==> config.mk <==
export PLATFORM = sky130hd
export DESIGN_NAME = mesh_term_tx
export DESIGN_NICKNAME = d
export VERILOG_FILES = /design/src/rtl/mesh_term_tx.sv
export SDC_FILE = /design/constraint.sdc
export NUM_CORES = 1
export LEC_CHECK = 0
export ABC_AREA = 1
export CORE_UTILIZATION = 55
export CTS_CLUSTER_DIAMETER = 200
export DETAILED_ROUTE_END_ITERATION = 6
export PLACE_DENSITY = 0.84
export SLEW_MARGIN = 20
export SYNTH_ARGS = -nofsm -noshare
export SYNTH_HDL_FRONTEND = slang
export SYNTH_SLANG_ARGS = --single-unit
==> constraint.sdc <==
create_clock -name clk_i -period 4.6 [get_ports clk_i]
set_clock_uncertainty 0.1 [all_clocks]
set_input_delay 0.46 -clock clk_i [delete_from_list [all_inputs] [get_ports clk_i]]
set_output_delay 0.46 -clock clk_i [all_outputs]
set_load 0.01 [all_outputs]
==> src/rtl/mesh_term_tx.sv <==
// rtl/mesh_term_tx.sv - terminal-side mesh router transmit agent with FWFT packet FIFO
// Optional statistics counters enabled by defining MESH_TX_STATS_EN.
module mesh_term_tx #(
  parameter int         pckg_sz    = 40,
  parameter logic [7:0] broadcast  = {8{1'b1}},
  parameter int         fifo_depth = 4,
  parameter int         id_r       = 0,
  parameter int         id_c       = 0,
  parameter int         rows       = 4,
  parameter int         columns    = 4
) (
  input  logic                            clk_i,
  input  logic                            reset,
  input  logic                            wr_en,
  input  logic                            wr_bcast,
  input  logic [3:0]                      wr_row,
  input  logic [3:0]                      wr_col,
  input  logic                            wr_mode,
  input  logic [pckg_sz-18:0]             wr_payload,
  output logic                            full,
  output logic [$clog2(fifo_depth+1)-1:0] count,
  output logic [pckg_sz-1:0]              data_out_i_in,
  output logic                            pndng_i_in,
  input  logic                            popin,
  output logic                            err_ovf,
  output logic                            err_dest,
  output logic                            err_udf
`ifdef MESH_TX_STATS_EN
  ,
  output logic [31:0]                     tx_cnt,
  output logic [15:0]                     drop_cnt
`endif
);

  localparam int pw = $clog2(fifo_depth);
  localparam int cw = $clog2(fifo_depth+1);

  // Configuration sanity: the terminal must sit inside the mesh it talks to.
  if (fifo_depth < 2 || id_r >= rows || id_c >= columns) begin : g_bad_cfg
    $error("mesh_term_tx: invalid configuration");
  end

  logic [pckg_sz-1:0] mem [fifo_depth];
  logic [pw-1:0]      wr_ptr;
  logic [pw-1:0]      rd_ptr;
  logic [cw-1:0]      count_next;
  logic               pop_ok;
  logic               dest_ok;
  logic               accept;
  logic [7:0]         dest;
  logic [pckg_sz-1:0] pkt;

  function automatic logic [pw-1:0] ptr_inc(input logic [pw-1:0] p);
    return (p == pw'(fifo_depth-1)) ? '0 : p + pw'(1);
  endfunction

  assign pndng_i_in    = (count != '0);
  assign pop_ok        = popin & pndng_i_in;
  assign dest_ok       = wr_bcast | ((32'(wr_row) < rows) & (32'(wr_col) < columns));
  assign accept        = wr_en & dest_ok & (~full | pop_ok);
  assign dest          = wr_bcast ? broadcast : {wr_row, wr_col};
  assign pkt           = {8'h00, dest, wr_mode, wr_payload};
  assign data_out_i_in = pndng_i_in ? mem[rd_ptr] : '0;

  always_comb begin
    count_next = count;
    if (accept && !pop_ok)
      count_next = count + cw'(1);
    else if (pop_ok && !accept)
      count_next = count - cw'(1);
  end

  always_ff @(posedge clk_i or posedge reset) begin
    if (reset) begin
      wr_ptr   <= '0;
      rd_ptr   <= '0;
      count    <= '0;
      full     <= 1'b0;
      err_ovf  <= 1'b0;
      err_dest <= 1'b0;
      err_udf  <= 1'b0;
      for (int i = 0; i < fifo_depth; i++)
        mem[i] <= '0;
    end else begin
      if (accept) begin
        mem[wr_ptr] <= pkt;
        wr_ptr      <= ptr_inc(wr_ptr);
      end
      if (pop_ok)
        rd_ptr <= ptr_inc(rd_ptr);
      count    <= count_next;
      full     <= (count_next == cw'(fifo_depth));
      // A bad destination is reported instead of overflow for the same write.
      err_dest <= err_dest | (wr_en & ~dest_ok);
      err_ovf  <= err_ovf | (wr_en & dest_ok & full & ~pop_ok);
      err_udf  <= err_udf | (popin & ~pndng_i_in);
    end
  end

`ifdef MESH_TX_STATS_EN
  always_ff @(posedge clk_i or posedge reset) begin
    if (reset) begin
      tx_cnt   <= '0;
      drop_cnt <= '0;
    end else begin
      if (pop_ok && tx_cnt != '1)
        tx_cnt <= tx_cnt + 32'd1;
      if (wr_en && !accept && drop_cnt != '1)
        drop_cnt <= drop_cnt + 16'd1;
    end
  end
`endif

endmodule
==> impl_metrics.env, run 1 <==
export IMPL_result_of_the_run="finished with violations"
export IMPL_failed_checks="design-rule violations"
export IMPL_cts_root_buffer_cell="sky130_fd_sc_hd__clkbuf_16"
export IMPL_fin_nets=879
export IMPL_rows=39
export IMPL_finalWorstPathRequiredPeriod_ns=3.19
export IMPL_cts_sink_count=139
export IMPL_routability_cong=0.820
export IMPL_grt_pass1_vias=5274
export IMPL_area_growth_pct=19.9
export IMPL_leakage_nw=3.76
export IMPL_global_route_wire_length_before_repair_microns=25400
export IMPL_slew_violations=0
export IMPL_num_antenna_cells=0
export IMPL_die_outline_area_sq_um=12400
export IMPL_dp_slack_ns=1.72
export IMPL_timing_critical_path_from_type="register"
export IMPL_critical_path_required_ns=4.04
export IMPL_die_y_microns=111
export IMPL_post_synth_cell_area_avg_sq_um=8.45
export IMPL_worstSkewPairLatency_ns=0.42
export IMPL_final_setup_worst_slack_ns=1.41
export IMPL_post_cts_setup_buffers=0
export IMPL_detailed_route_vias_per_instance=5.51
export IMPL_cts_hold_fix_buffers=0
export IMPL_totalNegativeSetupSlack_ns=0
export IMPL_cts_resized_gates=0
export IMPL_num_io_pins=85
export IMPL_crit_path_end_kind="output pin"
export IMPL_worst_slew_pin_transition_ns=0.929
export IMPL_cap_violations=0
export IMPL_irDropWorstVdd_v=0.000354
export IMPL_die_x_microns=111
export IMPL_ys_flop_type="sky130_fd_sc_hd__dfrtp_1"
export IMPL_syn_instance_count=780
export IMPL_most_instantiated_library_cell_after_synthesis="sky130_fd_sc_hd__nand2_1"
export IMPL_power_density_cell_area_nw_per_um2=773
export IMPL_yosys_register_bits=139
export IMPL_max_clock_path_buffers=2
export IMPL_dpl_instance_area_sq_um=7270
export IMPL_layout_drive_gt1_share_pct=8.50
export IMPL_postRouteWirelength_microns=15200
export IMPL_path_max_fanout=90
export IMPL_total_clock_buffers_created_by_cts=17
export IMPL_synth_sequential_area_ratio_pct=52.8
export IMPL_globalRoute_totalOverflow=0
export IMPL_hpwl_microns=8880
export IMPL_final_fill_count=876
export IMPL_core_area_sq_um=11600
export IMPL_number_of_drc_violations_after_detailed_routing=4
export IMPL_yosys_warning_count=0
export IMPL_portBuffers=76
export IMPL_htree_num_levels=4
export IMPL_final_report_hold_violation_count=0
export IMPL_antenna_found_initial=0
export IMPL_clock_tree_from_tritoncts="yes"
export IMPL_grt_max_degree=91
export IMPL_gr_usage_all_layers_pct=25.9
export IMPL_synth_async_sr_flop_share_pct=100
export IMPL_setup_worst_path_class="reg2out"
export IMPL_relSlewSlack_pct=38.0
export IMPL_setup_viol=0
export IMPL_yosys_top_cells_count="sky130_fd_sc_hd__nand2_1 (181), sky130_fd_sc_hd__dfrtp_1 (139), sky130_fd_sc_hd__o21ai_0 (104)"
export IMPL_wl_per_cell_microns=15.3
export IMPL_grt_setup_unrepaired="false"
export IMPL_drt_pass1_iterations=7
export IMPL_upper_clock_frequency_limit_mhz=313
export IMPL_clk_transition_reported_paths_ns=0.06
export IMPL_mappedNetlistArea_sq_um=6590
export IMPL_number_of_synthesized_flops_with_an_enable_pin=0
export IMPL_synth_area_top_cells="sky130_fd_sc_hd__dfrtp_1 (53%), sky130_fd_sc_hd__nand2_1 (10%), sky130_fd_sc_hd__o21ai_0 (7.9%)"
export IMPL_final_cell_area_sq_um=7900
export IMPL_detailedRoute_firstIterationViolations=447
export IMPL_synth_distinct_cells=29
export IMPL_synth_largest_type_area_fraction_pct=52.8
export IMPL_worstPathArrival_ns=2.63
export IMPL_final_period_utilization_pct=69.4
export IMPL_drt_antenna_violating_nets=0
export IMPL_place_detailed_instances=957
export IMPL_synthDominantAreaCellType="sky130_fd_sc_hd__dfrtp_1"
export IMPL_utilization_pct=68.3
export IMPL_worstHoldPathType="reg2reg"
export IMPL_via_count=5453
export IMPL_instances_no_fill=990
export IMPL_start_util_pct=57.0
area by class of cell:
| cell class | count | area, sq um | share of cell area (%) |
|---|---|---|---|
| multi-input combinational | 511 | 2490 | 31.5 |
| inverter | 83 | 319 | 4.04 |
| tap | 143 | 179 | 2.27 |
| clock inverter | 11 | 144 | 1.82 |
| sequential | 139 | 3480 | 44.1 |
| timing repair buffer | 82 | 826 | 10.5 |
| clock buffer | 21 | 460 | 5.83 |
cells by family (layout without fill, tap and decap cells):
kind of cell | Yosys count | after routing | share of synthesized area [%]
AND/OR/NAND/NOR | 254 | 254 | 15.7
AO/OA/AOI/OAI | 239 | 239 | 19.9
XOR/XNOR | 2 | 2 | 0.266
adder cells (fa/ha/maj) | 8 | 8 | 1.52
buffers and inverters | 137 | 197 | 9.80
other | 1 | 8 | 0.0569
flip-flops | 139 | 139 | 52.8
sequential cells by signal, indices dropped and copies added, names as in the netlist:
| register | cells |
|---|---|
| count | 3 |
| err_ovf | 1 |
| wr_ptr | 2 |
| err_udf | 1 |
| err_dest | 1 |
| rd_ptr | 2 |
| full | 1 |
| mem | 128 |
layout by cell type (no fill, tap or decap), types with 17 or more instances in the layout:
cell type                         Yosys  final
sky130_fd_sc_hd__a21oi_1             48     48
sky130_fd_sc_hd__clkbuf_16            0     17
sky130_fd_sc_hd__clkdlybuf4s50_1      0     76
sky130_fd_sc_hd__dfrtp_1            139    137
sky130_fd_sc_hd__inv_1               78     76
sky130_fd_sc_hd__nand2_1            181    181
sky130_fd_sc_hd__nor2_1              52     52
sky130_fd_sc_hd__o211ai_1            24     24
sky130_fd_sc_hd__o21ai_0            104    104
sky130_fd_sc_hd__o21ai_1             48     48
critical path, cell delays in order, from the launching register on:
cell	delay [ns]
sky130_fd_sc_hd__dfrtp_2	0.35
sky130_fd_sc_hd__buf_4	0.67
sky130_fd_sc_hd__nor2_1	0.11
sky130_fd_sc_hd__nor2_1	0.12
sky130_fd_sc_hd__o21ai_0	0.18
sky130_fd_sc_hd__a21oi_1	0.17
sky130_fd_sc_hd__clkdlybuf4s50_1	0.55
final timing paths:
kind / slack (ns) / start / depth (start not counted) / end
min in group asynchronous: 0.48 / reset / 2 / mem[64]
setup reg to reg: 2.02 / count[0] / 11 / mem[71]
hold reg to reg: 0.37 / mem[148] / 2 / mem[148]
hold / removal: 0.37 / mem[148] / 2 / mem[148]
setup / recovery: 1.41 / rd_ptr[0] / 6 / data_out_i_in[23]
max in group asynchronous: 3.04 / reset / 3 / mem[54]
routing by layer:
layer / global-route usage [%] / share of wire, % / vias to the layer above
li1: - / - / 2616
met4: 13.4 / 3.6 / 0
met3: 5.72 / 5.4 / 46
met1: 33.4 / 43 / 2600
met5: 0 / 0 / -
met2: 41.5 / 48 / 191
report_power, final:
| part | internal (W) | switching, W | total, W |
|---|---|---|---|
| clock network | 0.000879 | 0.000510 | 0.00139 |
| registers | 0.00180 | 0.000274 | 0.00208 |
| logic | 0.00115 | 0.00149 | 0.00264 |
metrics by stage:
step                      power, W  hold WS (ns)
after floorplan            0.00367         0.337
after global placement     0.00457         0.348
after detailed placement   0.00467         0.353
after CTS                  0.00610         0.368
after global routing       0.00652         0.387
final                      0.00610         0.369
(Power assumes the default switching activity.)
==> inputs of run 2 (changes only) <==
--- a/config.mk
+++ b/config.mk
@@ -6,10 +6,10 @@
 export NUM_CORES = 1
 export LEC_CHECK = 0
 export ABC_AREA = 1
-export CORE_UTILIZATION = 55
+export CORE_UTILIZATION = 50
 export CTS_CLUSTER_DIAMETER = 200
 export DETAILED_ROUTE_END_ITERATION = 6
-export PLACE_DENSITY = 0.84
+export PLACE_DENSITY = 0.81
 export SLEW_MARGIN = 20
 export SYNTH_ARGS = -nofsm -noshare
 export SYNTH_HDL_FRONTEND = slang
==> constraint.sdc (replaced) <==
create_clock -name clk_i -period 2.8 [get_ports clk_i]
set_clock_uncertainty 0.1 [all_clocks]
set_input_delay 0.28 -clock clk_i [delete_from_list [all_inputs] [get_ports clk_i]]
set_output_delay 0.28 -clock clk_i [all_outputs]
set_load 0.01 [all_outputs]
==> run 2 against run 1 <==
Compared with the run above: the flow now finishes without violations; core utilization is 4.7 points lower; cell area increased by 2.4%; clock power grew 63%; sequential power is 64% higher; setup slack worse by 1.3 ns; critical path depth grew 1; non-clock buffer count increased by 6; global-route usage down 2.5 points; critical path type unchanged; largest power group unchanged.
==> impl_metrics.env, run 2 (synthesis gave the netlist of run 1 again) <==
export IMPL_cts_root_buffer_cell="sky130_fd_sc_hd__clkbuf_16"
export IMPL_setup_worst_path_class="reg2out"
export IMPL_clk_transition_reported_paths_ns=0.05
export IMPL_timing_critical_path_from_type="register"
export IMPL_start_util_pct=51.8
export IMPL_final_setup_worst_slack_ns=0.114
export IMPL_totalNegativeSetupSlack_ns=0
export IMPL_largest_register="mem"
export IMPL_critical_path_cell_chain="inv_1 > ha_1 > nand2_2 > clkinvlp_4 > buf_4 > a21oi_1 > clkdlybuf4s50_1"
export IMPL_core_area_sq_um=12700
export IMPL_timing_critical_path_buf_inv=4
export IMPL_die_y_microns=117
export IMPL_cts_sink_count=139
export IMPL_num_antenna_cells=0
export IMPL_final_report_hold_violation_count=0
export IMPL_number_of_drc_violations_after_detailed_routing=0
export IMPL_via_count=5299
export IMPL_clock_tree_from_tritoncts="yes"
export IMPL_finalWorstPathRequiredPeriod_ns=2.69
export IMPL_slew_violations=0
export IMPL_num_io_pins=85
export IMPL_routability_cong=0.809
export IMPL_portBuffers=76
export IMPL_result_of_the_run="complete, no violations"
export IMPL_setup_viol=0
export IMPL_path_max_fanout=6
export IMPL_final_period_utilization_pct=95.9
export IMPL_die_x_microns=117
export IMPL_upper_clock_frequency_limit_mhz=372
export IMPL_worstHoldPathType="in2async"
export IMPL_detailedRoute_firstIterationViolations=393
export IMPL_globalRoute_totalOverflow=0
export IMPL_postRouteWirelength_microns=14500
export IMPL_mostFrequentLayoutCell="sky130_fd_sc_hd__nand2_1"
export IMPL_critPathMaxStageDelay_ns=0.56
export IMPL_grt_setup_unrepaired="false"
export IMPL_grt_pass1_vias=5070
export IMPL_cap_violations=0
export IMPL_multi_input_comb_area_sq_um=2490
export IMPL_worstPathArrival_ns=2.31
export IMPL_largest_reg_flops=128
export IMPL_worst_slew_pin_transition_ns=0.746
export IMPL_max_clock_path_buffers=2
export IMPL_final_seq_area_sq_um=3480
export IMPL_utilization_pct=63.6
export IMPL_power_density_cell_area_nw_per_um2=1240
export IMPL_irDropWorstVdd_v=0.000644
export IMPL_relSlewSlack_pct=50.3
export IMPL_grt_max_degree=140
export IMPL_slowest_stage="sky130_fd_sc_hd__clkdlybuf4s50_1"
export IMPL_worstSkewPairLatency_ns=0.42
export IMPL_registers_with_the_highest_flip_flop_counts="mem (128), count (3)"
export IMPL_dp_slack_ns=0.442
export IMPL_leakage_nw=3.99
export IMPL_die_outline_area_sq_um=13600
export IMPL_final_hold_worst_slack_ns=0.306
export IMPL_area_growth_pct=22.8
export IMPL_wl_per_cell_microns=14.2
export IMPL_drt_pass1_iterations=4
export IMPL_final_fill_count=1084
export IMPL_hpwl_microns=9110
export IMPL_final_cell_mix="sky130_fd_sc_hd__nand2_1 (181), sky130_fd_sc_hd__dfrtp_1 (137), sky130_fd_sc_hd__o21ai_0 (104)"
export IMPL_detailed_route_vias_per_instance=5.17
export IMPL_antenna_found_initial=0
export IMPL_fin_nets=885
export IMPL_gr_usage_all_layers_pct=23.5
export IMPL_post_layout_total_power_w=0.0100
export IMPL_crit_path_end_kind="output pin"
export IMPL_rows=41
export IMPL_global_route_wire_length_before_repair_microns=24400
export IMPL_gate_family_responsible_for_the_most_delay_along_the_worst_path="buffers and inverters"
export IMPL_drt_antenna_violating_nets=0
export IMPL_htree_num_levels=4
export IMPL_total_clock_buffers_created_by_cts=17
export IMPL_critical_path_required_ns=2.42
export IMPL_layout_drive_gt1_share_pct=9.50
[run 2: layout make-up]
type / count / area share [%]
clock inverters: 12 / 1.69
multi-input cells: 511 / 30.8
repair buffers: 88 / 12.0
inverters: 83 / 3.98
clock buffers: 20 / 5.77
well taps: 172 / 2.66
flip-flops and latches: 139 / 43.0
[run 2: power by group]
part / switching (W) / total [W] / internal, W
Combinational: 0.00241 / 0.00434 / 0.00193
Clock: 0.000871 / 0.00226 / 0.00139
Sequential: 0.000454 / 0.00341 / 0.00296
[run 2: final timing paths]
check | startpoint | to | slack [ns] | cells past startpoint
worst max-delay path | count[0] | data_out_i_in[5] | 0.11 | 7
worst min-delay path | reset | mem[65] | 0.31 | 3
worst max register to register | count[0] | mem[111] | 0.54 | 11
worst min register to register | mem[148] | mem[148] | 0.37 | 2
max in group asynchronous | reset | mem[142] | 1.73 | 3
min in group clk_i | wr_payload[8] | mem[8] | 0.36 | 3
[run 2: repair_timing]
item,4_1_cts,5_1_grt
cloned,0,0
hold buffers,0,0
pin swaps,0,0
setup endpoints to repair,1,22
gates resized for setup,1,19
buffers inserted,1,0
[run 2: worst register-to-register path, delay by kind of cell, from the launching register on]
| kind | cells | cell delay [ns] |
|---|---|---|
| AO/OA/AOI/OAI | 1 | 0.12 |
| buffers and inverters | 3 | 0.56 |
| AND/OR/NAND/NOR | 6 | 0.76 |
| flip-flops | 1 | 0.39 |
| adder cells (fa/ha/maj) | 1 | 0.23 |
[run 2: per-stage QoR]
| step | cells | cell area (sq um) |
|---|---|---|
| 3_3_place_gp | 992 | 7420 |
| 2_1_floorplan | 787 | 6620 |
| 4_1_cts | 1025 | 8040 |
| 5_1_grt | 1025 | 8090 |
| 6_report | 1025 | 8090 |
| 3_5_place_dp | 992 | 7420 |
[run 2: layer usage]
metal	vias to the layer above	GRT usage (%)	routed length (microns)
li1	2632	-	-
met3	22	5.82	747
met1	2502	31.7	6680
met4	0	9.96	325
met5	-	0	0
met2	143	36.4	6750
